--- src/rtl/riscv_instruction_encoder_if.sv ---
// Stream bundle for the RV32I encoder: decoded instructions in, addressed words out.
// The master is the program-loader driver; the slave is the encoder.
interface riscv_instruction_encoder_if;
  logic        in_valid;
  logic        in_ready;
  logic [63:0] in_instruction;
  logic        out_valid;
  logic        out_ready;
  logic [31:0] out_address;
  logic [31:0] out_word;
  logic        error;
  logic [7:0]  error_count;

  modport master (
    output in_valid, in_instruction, out_ready,
    input  in_ready, out_valid, out_address, out_word, error, error_count
  );

  modport slave (
    input  in_valid, in_instruction, out_ready,
    output in_ready, out_valid, out_address, out_word, error, error_count
  );
endinterface

--- src/rtl/riscv_instruction_encoder.sv ---
// Packs decoded instructions into RV32I words and queues them with sequential addresses.
// in_instruction layout (MSB..LSB): imm[31:0], funct7, funct3, rs2, rs1, rd, opcode.
module riscv_instruction_encoder #(
  parameter logic [31:0] BASE_ADDRESS = 32'h0000_0000,
  parameter int unsigned FIFO_DEPTH   = 4
) (
  input  logic                         clk,
  input  logic                         rst_n,
  input  logic                         flush,
  riscv_instruction_encoder_if.slave   bus
);

  typedef struct packed {
    logic [31:0] imm;
    logic [6:0]  funct7;
    logic [2:0]  funct3;
    logic [4:0]  rs2;
    logic [4:0]  rs1;
    logic [4:0]  rd;
    logic [6:0]  opcode;
  } decoded_instruction_t;

  localparam logic [6:0] OpcLoad   = 7'b0000011;
  localparam logic [6:0] OpcOpImm  = 7'b0010011;
  localparam logic [6:0] OpcAuipc  = 7'b0010111;
  localparam logic [6:0] OpcStore  = 7'b0100011;
  localparam logic [6:0] OpcOp     = 7'b0110011;
  localparam logic [6:0] OpcLui    = 7'b0110111;
  localparam logic [6:0] OpcBranch = 7'b1100011;
  localparam logic [6:0] OpcJalr   = 7'b1100111;
  localparam logic [6:0] OpcJal    = 7'b1101111;

  localparam int unsigned PtrW   = (FIFO_DEPTH > 1) ? $clog2(FIFO_DEPTH) : 1;
  localparam logic [PtrW:0] DepthC = (PtrW + 1)'(FIFO_DEPTH);

  decoded_instruction_t ins;
  logic [6:0]  op;
  logic [4:0]  rd, rs1, rs2;
  logic [2:0]  f3;
  logic [6:0]  f7;
  logic [31:0] imm;

  assign ins = bus.in_instruction;
  assign op  = ins.opcode;
  assign rd  = ins.rd;
  assign rs1 = ins.rs1;
  assign rs2 = ins.rs2;
  assign f3  = ins.funct3;
  assign f7  = ins.funct7;
  assign imm = ins.imm;

  logic        sext12, sext13, sext21;
  logic [31:0] i_word;
  logic        legal;
  logic [31:0] enc_word;

  assign sext12 = (imm[31:11] == {21{imm[11]}});
  assign sext13 = (imm[31:12] == {20{imm[12]}});
  assign sext21 = (imm[31:20] == {12{imm[20]}});
  assign i_word = {imm[11:0], rs1, f3, rd, op};

  always_comb begin
    legal    = 1'b0;
    enc_word = '0;
    case (op)
      OpcLui, OpcAuipc: begin
        legal    = (imm[11:0] == 12'h000);
        enc_word = {imm[31:12], rd, op};
      end
      OpcJal: begin
        legal    = sext21 && !imm[0];
        enc_word = {imm[20], imm[10:1], imm[11], imm[19:12], rd, op};
      end
      OpcJalr: begin
        legal    = sext12 && (f3 == 3'b000);
        enc_word = i_word;
      end
      OpcLoad: begin
        legal    = sext12 && (f3 inside {3'b000, 3'b001, 3'b010, 3'b100, 3'b101});
        enc_word = i_word;
      end
      OpcStore: begin
        legal    = sext12 && (f3 inside {3'b000, 3'b001, 3'b010});
        enc_word = {imm[11:5], rs2, rs1, f3, imm[4:0], op};
      end
      OpcBranch: begin
        // 010/011 are the only funct3 codes with no branch condition
        legal    = sext13 && !imm[0] && !(f3 inside {3'b010, 3'b011});
        enc_word = {imm[12], imm[10:5], rs2, rs1, f3, imm[4:1], imm[11], op};
      end
      OpcOpImm: begin
        if (f3 == 3'b001 || f3 == 3'b101) begin
          legal    = (imm[31:5] == 27'd0) &&
                     ((f7 == 7'h00) || (f3 == 3'b101 && f7 == 7'h20));
          enc_word = {f7, imm[4:0], rs1, f3, rd, op};
        end else begin
          legal    = sext12;
          enc_word = i_word;
        end
      end
      OpcOp: begin
        legal    = (f7 == 7'h00) || (f7 == 7'h20 && (f3 == 3'b000 || f3 == 3'b101));
        enc_word = {f7, rs2, rs1, f3, rd, op};
      end
      default: begin
        legal    = 1'b0;
        enc_word = '0;
      end
    endcase
  end

  logic [31:0]     addr_mem_q [FIFO_DEPTH];
  logic [31:0]     word_mem_q [FIFO_DEPTH];
  logic [PtrW-1:0] wr_ptr_q, rd_ptr_q;
  logic [PtrW:0]   count_q;
  logic [31:0]     next_addr_q;
  logic            error_q;
  logic [7:0]      error_count_q;

  logic accept, push, pop, out_valid;

  assign bus.in_ready = !flush && (count_q != DepthC);
  assign accept       = bus.in_valid && bus.in_ready;
  assign push         = accept && legal;
  assign out_valid    = (count_q != '0);
  assign pop          = out_valid && bus.out_ready;

  always_ff @(posedge clk or negedge rst_n) begin
    if (!rst_n) begin
      wr_ptr_q      <= '0;
      rd_ptr_q      <= '0;
      count_q       <= '0;
      next_addr_q   <= BASE_ADDRESS;
      error_q       <= 1'b0;
      error_count_q <= '0;
    end else begin
      // Error reporting is independent of flush so a pending pulse still fires.
      error_q <= accept && !legal;
      if (accept && !legal && error_count_q != 8'hFF) begin
        error_count_q <= error_count_q + 8'd1;
      end
      if (flush) begin
        wr_ptr_q    <= '0;
        rd_ptr_q    <= '0;
        count_q     <= '0;
        next_addr_q <= BASE_ADDRESS;
      end else begin
        if (push) begin
          wr_ptr_q    <= wr_ptr_q + 1'b1;
          next_addr_q <= next_addr_q + 32'd4;
        end
        if (pop) begin
          rd_ptr_q <= rd_ptr_q + 1'b1;
        end
        if (push && !pop) begin
          count_q <= count_q + 1'b1;
        end else if (!push && pop) begin
          count_q <= count_q - 1'b1;
        end
      end
    end
  end

  // Storage needs no reset: outputs are gated by out_valid.
  always_ff @(posedge clk) begin
    if (push && !flush) begin
      addr_mem_q[wr_ptr_q] <= next_addr_q;
      word_mem_q[wr_ptr_q] <= enc_word;
    end
  end

  assign bus.out_valid   = out_valid;
  assign bus.out_address = out_valid ? addr_mem_q[rd_ptr_q] : '0;
  assign bus.out_word    = out_valid ? word_mem_q[rd_ptr_q] : '0;
  assign bus.error       = error_q;
  assign bus.error_count = error_count_q;

endmodule

--- src/flat_wrapper.sv ---
// flat-port wrapper written by rule: the top's interface ports become plain ports
module riscv_instruction_encoder_flat 
#(
  parameter logic [31:0] BASE_ADDRESS = 32'h0000_0000,
  parameter int unsigned FIFO_DEPTH   = 4
)
  (clk, rst_n, flush, bus_in_valid, bus_in_instruction, bus_out_ready, bus_in_ready, bus_out_valid, bus_out_address, bus_out_word, bus_error, bus_error_count);
  riscv_instruction_encoder_if bus_i ();
  input  logic clk;
  input  logic rst_n;
  input  logic flush;
  input wire logic [$bits(bus_i.in_valid)-1:0] bus_in_valid;
  input wire logic [$bits(bus_i.in_instruction)-1:0] bus_in_instruction;
  input wire logic [$bits(bus_i.out_ready)-1:0] bus_out_ready;
  output wire logic [$bits(bus_i.in_ready)-1:0] bus_in_ready;
  output wire logic [$bits(bus_i.out_valid)-1:0] bus_out_valid;
  output wire logic [$bits(bus_i.out_address)-1:0] bus_out_address;
  output wire logic [$bits(bus_i.out_word)-1:0] bus_out_word;
  output wire logic [$bits(bus_i.error)-1:0] bus_error;
  output wire logic [$bits(bus_i.error_count)-1:0] bus_error_count;
  assign bus_i.in_valid = bus_in_valid;
  assign bus_i.in_instruction = bus_in_instruction;
  assign bus_i.out_ready = bus_out_ready;
  assign bus_in_ready = bus_i.in_ready;
  assign bus_out_valid = bus_i.out_valid;
  assign bus_out_address = bus_i.out_address;
  assign bus_out_word = bus_i.out_word;
  assign bus_error = bus_i.error;
  assign bus_error_count = bus_i.error_count;
  riscv_instruction_encoder #(.BASE_ADDRESS(BASE_ADDRESS), .FIFO_DEPTH(FIFO_DEPTH)) u_core (.clk(clk), .rst_n(rst_n), .flush(flush), .bus(bus_i));
endmodule
--- config.mk ---
export PLATFORM = sky130hd
export DESIGN_NAME = riscv_instruction_encoder_flat
export DESIGN_NICKNAME = d
export VERILOG_FILES = /design/src/rtl/riscv_instruction_encoder_if.sv /design/src/rtl/riscv_instruction_encoder.sv /design/src/flat_wrapper.sv
export SDC_FILE = /design/constraint.sdc
export NUM_CORES = 1
export LEC_CHECK = 0
export ABC_AREA = 1
export CAP_MARGIN = 20
export CORE_ASPECT_RATIO = 0.75
export CORE_UTILIZATION = 60
export DETAILED_ROUTE_END_ITERATION = 8
export PLACE_DENSITY = 0.81
export SLEW_MARGIN = 40
export SYNTH_ARGS = -nofsm -noshare
export SYNTH_HDL_FRONTEND = slang
export SYNTH_SLANG_ARGS = --single-unit
--- constraint.sdc ---
create_clock -name clk -period 12.2 [get_ports clk]
set_input_delay 1.83 -clock clk [delete_from_list [all_inputs] [get_ports clk]]
set_output_delay 1.83 -clock clk [all_outputs]
set_load 0.02 [all_outputs]
==> impl_table.tex <==
\begin{tabular}{lr}
\hline
Metric & Value \\
\hline
\multicolumn{2}{l}{\textbf{Floorplan}} \\
\quad Starting density of the core & 61.2\% \\
\quad DIE AREA & 23100 µm² \\
\quad Placeable core area & 22100 µm² \\
\quad Boundary pin count & 144 \\
\quad Std-Cell Rows & 47 \\
\quad Chip Width & 175 µm \\
\quad Vertical die dimension & 132 µm \\
\multicolumn{2}{l}{\textbf{Global routing}} \\
\quad First-pass GRT wire length & 52.8 mm \\
\quad Overall overflow remaining after global route & 0 \\
\quad Number of antenna violations at the first check in global routing & 0 \\
\quad Vias in the first global route & 9698 \\
\quad Largest net degree at the start of global routing & 110 \\
\quad Global router's overall resource usage & 29.4\% \\
\multicolumn{2}{l}{\textbf{Clocking}} \\
\quad Count of instances resized after the clock tree is built & 0 \\
\quad Max Root-Sink Buffers & 3 \\
\quad Quantity of hold-fixing buffers added after cts & 0 \\
\quad Clock transition time at the flip-flop clock pins of the worst setup and hold paths & 60 ps \\
\quad Insertion delay to the later sink of the worst-skew pair & 540 ps \\
\quad Post-CTS setup buffer count & 0 \\
\quad Clock sink count & 294 \\
\quad Htree depth & 1 \\
\quad CTS tree & yes \\
\quad Clock Tree Root & clkbuf\_16 \\
\quad Total CTS buffers & 28 \\
\multicolumn{2}{l}{\textbf{Final layout}} \\
\quad Area Overhead vs Synth & 19.0\% \\
\quad Non-filler instance count after layout & 1798 \\
\quad Ratio of cells with drive above 1 in the final layout & 6.25\% \\
\quad Fin nets & 1560 \\
\quad Count of inserted antenna diode cells & 0 \\
\quad Final cell utilization of the core & 72.9\% \\
\multicolumn{2}{l}{\textbf{Yosys}} \\
\quad Post-Syn Area per Cell & 9.94 µm² \\
\quad Share of flip-flops with an asynchronous set or reset & 15.6\% \\
\quad Number of synthesized flops with an enable pin & 248 \\
\quad Largest family of logic cells by synthesized area & simple AND/OR/NAND/NOR gates \\
\quad Sequential area share after synthesis & 63.7\% \\
\quad Synthesis Warnings & 0 \\
\quad Xor and xnor fraction of the mapped netlist area & 1.30\% \\
\quad Top flip-flop cell by instance count after synthesis & edfxtp\_1 \\
\quad Number of flip-flops and latches in the synthesized netlist & 294 \\
\quad Post-synthesis compound-gate area fraction & 10.4\% \\
\quad Basic-gate share of the synthesized area counting and, or, nand and nor cells & 19.1\% \\
\quad Instance count of the mapped netlist & 1359 \\
\quad Netlist area before placement & 13500 µm² \\
\quad Distinct cells, synth & 42 \\
\quad Share of cell area taken by muxes after synthesis & 0\% \\
\quad Share of synthesized cell area in full adder, half adder and majority cells & 0.797\% \\
\multicolumn{2}{l}{\textbf{Setup path}} \\
\quad Max incr delay on CP & 790 ps \\
\quad Start of the worst register-to-register path & u\_core.count\_q[0] \\
\quad Highest-delay cell along the critical path & clkdlybuf4s50\_1 \\
\quad Kind of start point of the critical path & input port \\
\quad Arr. time, crit path & 3670 ps \\
\quad Crit-path max FO & 15 \\
\quad Crit. End Element & output port \\
\quad Crit path cell chain & clkdlybuf4s50\_1 > a31oi\_1 > clkdlybuf4s50\_1 \\
\quad Largest delay share family, worst path & buffers and inverters \\
\quad Worst path bufs/invs & 2 \\
\quad Worst setup path startpoint & flush \\
\quad Type of the worst setup path & input port to output port \\
\quad Most prevalent standard cell on the critical path & clkdlybuf4s50\_1 \\
\quad Req. time, crit path & 10370 ps \\
\multicolumn{2}{l}{\textbf{Routing}} \\
\quad Drt first pass iters & 6 \\
\quad Wire length after detailed routing & 34.2 mm \\
\quad Routed via count divided by cell count & 5.82 \\
\quad Via total after detailed routing & 10500 \\
\quad Residual antenna-violating net count after detailed routing & 0 \\
\quad Number of remaining DRC errors & 0 \\
\quad Starting DRC count in detailed routing & 1267 \\
\quad Routed wire per std cell & 19.0 µm \\
\multicolumn{2}{l}{\textbf{Flow run}} \\
\quad Max-cap check violation count & 0 \\
\multicolumn{2}{l}{\textbf{Pwr}} \\
\quad Cell area power density & 151 nW/µm² \\
\quad Leakage power & 5.96 nW \\
\quad Worst vdd rail ir drop & 209 µV \\
\multicolumn{2}{l}{\textbf{STA}} \\
\quad Minimum clock period & 5500 ps \\
\quad Slew Limit Headroom & 44.3\% \\
\quad Post-Route Skew & 10.3 ps \\
\quad Final Hold Fails & 0 \\
\quad Count of pins over their slew limit & 0 \\
\quad Maximum clock frequency & 182 MHz \\
\quad Setup\_tns & 0 ps \\
\quad Setup violators final & 0 \\
\quad Post-route clock period utilization & 45.1\% \\
\quad Setup repair after global routing missed its margin & no \\
\quad Actual slew at the worst max-slew pin & 835 ps \\
\multicolumn{2}{l}{\textbf{Min path}} \\
\quad Min-Delay Startpoint & u\_core.bus.error\_count[6] \\
\quad Worst min-delay path class & flip-flop to flip-flop \\
\multicolumn{2}{l}{\textbf{Place}} \\
\quad Number of cells after detailed placement & 1746 \\
\quad Port-buffer cells & 141 \\
\quad Post-detailed-placement half-perimeter wirelength & 21.6 mm \\
\quad Gp weighted congestion & 0.965 \\
\multicolumn{2}{l}{\textbf{Outcome}} \\
\quad Run status & completed \\
\hline
\end{tabular}
-- cell type report --
| cell class | instances | area, µm² |
|---|---|---|
| fill | 1577 | 5990 |
| clock inverter | 14 | 88.8 |
| sequential | 294 | 8600 |
| tap | 294 | 368 |
| clock buffer | 37 | 785 |
| inverter | 102 | 385 |
| multi-input combinational | 905 | 4320 |
| timing repair buffer | 152 | 1520 |
-- layout by cell type (no fill, tap or decap), types with 7 or more instances in the layout --
cell type,synthesis,layout
a21oi_1,75,75
buf_4,4,8
clkbuf_16,0,28
clkdlybuf4s50_1,0,140
clkinv_2,0,8
dfrtp_1,46,44
edfxtp_1,248,248
ha_1,7,7
inv_1,99,97
nand2_1,151,151
nand3_1,49,49
nand4_1,26,26
nor2_1,326,322
nor2_4,3,7
nor3_1,23,22
o21ai_0,163,163
xor2_1,18,18
-- routing by layer --
| metal | share of wire [%] | vias up | GRT usage [%] |
|---|---|---|---|
| met4 | 1.3 | 0 | 6.62 |
| met5 | 0 | - | 0 |
| met1 | 44 | 5002 | 44.1 |
| met3 | 8.9 | 36 | 4.84 |
| li1 | - | 4908 | - |
| met2 | 46 | 514 | 45.7 |
-- cell families after synthesis --
group                      Yosys count
DFF                                294
xor gates and xnor gates            20
adders and majority gates            8
other                                1
buffers and inverters              161
and+or+nand+nor                    606
AOI/OAI and AO/OA                  269
-- cell usage after synthesis, drive strengths merged (2+ instances only) --
cell type / count / area [µm²]
nor4: 6 / 37.5
dfrtp: 46 / 1150
nor2: 333 / 1280
a22oi: 3 / 22.5
nor3: 25 / 135
buf: 16 / 88.8
nand4: 26 / 163
clkbuf: 43 / 161
o221ai: 3 / 26.3
nand3b: 2 / 15.0
inv: 102 / 385
o31ai: 6 / 45.0
o22ai: 4 / 25.0
edfxtp: 248 / 7450
nand3: 52 / 290
a21oi: 76 / 384
xnor2: 2 / 17.5
o211ai: 6 / 45.0
o21ai: 169 / 846
ha: 7 / 87.6
xor2: 18 / 158
nand2: 160 / 638
-- final timing paths --
check                                             to  slack [ps]  depth (start not counted)
setup / recovery                        bus_in_ready        6700                          3
hold / removal             u_core.bus.error_count[6]         520                          1
setup reg to reg             u_core.word_mem_q[0][1]        9120                          7
hold reg to reg            u_core.bus.error_count[6]         520                          1
max in group asynchronous         u_core.rd_ptr_q[0]       10370                          2
min in group asynchronous     u_core.next_addr_q[15]        1370                          2
-- sequential cells by signal, summed over array words and instances (netlist names) --
name                    count
u_core.rd_ptr_q             2
u_core.count_q              3
u_core.addr_mem_q         120
u_core.next_addr_q         30
u_core.wr_ptr_q             2
u_core.bus.error            1
u_core.bus.error_count      8
u_core.word_mem_q         128
-- per-stage QoR --
| stage | cell area, µm² | power [mW] | hold WS, ps | setup slack, ps |
|---|---|---|---|---|
| after floorplan | 13500 | 1.40 | 474 | 6060 |
| after global placement | 15100 | 1.61 | 513 | 6790 |
| after detailed placement | 15200 | 1.62 | 516 | 6740 |
| after CTS | 16000 | 2.43 | 526 | 6720 |
| after global routing | 16100 | 2.50 | 547 | 6630 |
| final | 16100 | 2.43 | 518 | 6700 |
-- power by group --
group          switching, mW  internal (mW)  total, mW
sequential            0.0178           1.09       1.11
clock                  0.368          0.453      0.821
combinational          0.308          0.189      0.497
Power figures use the tool's default switching activity.
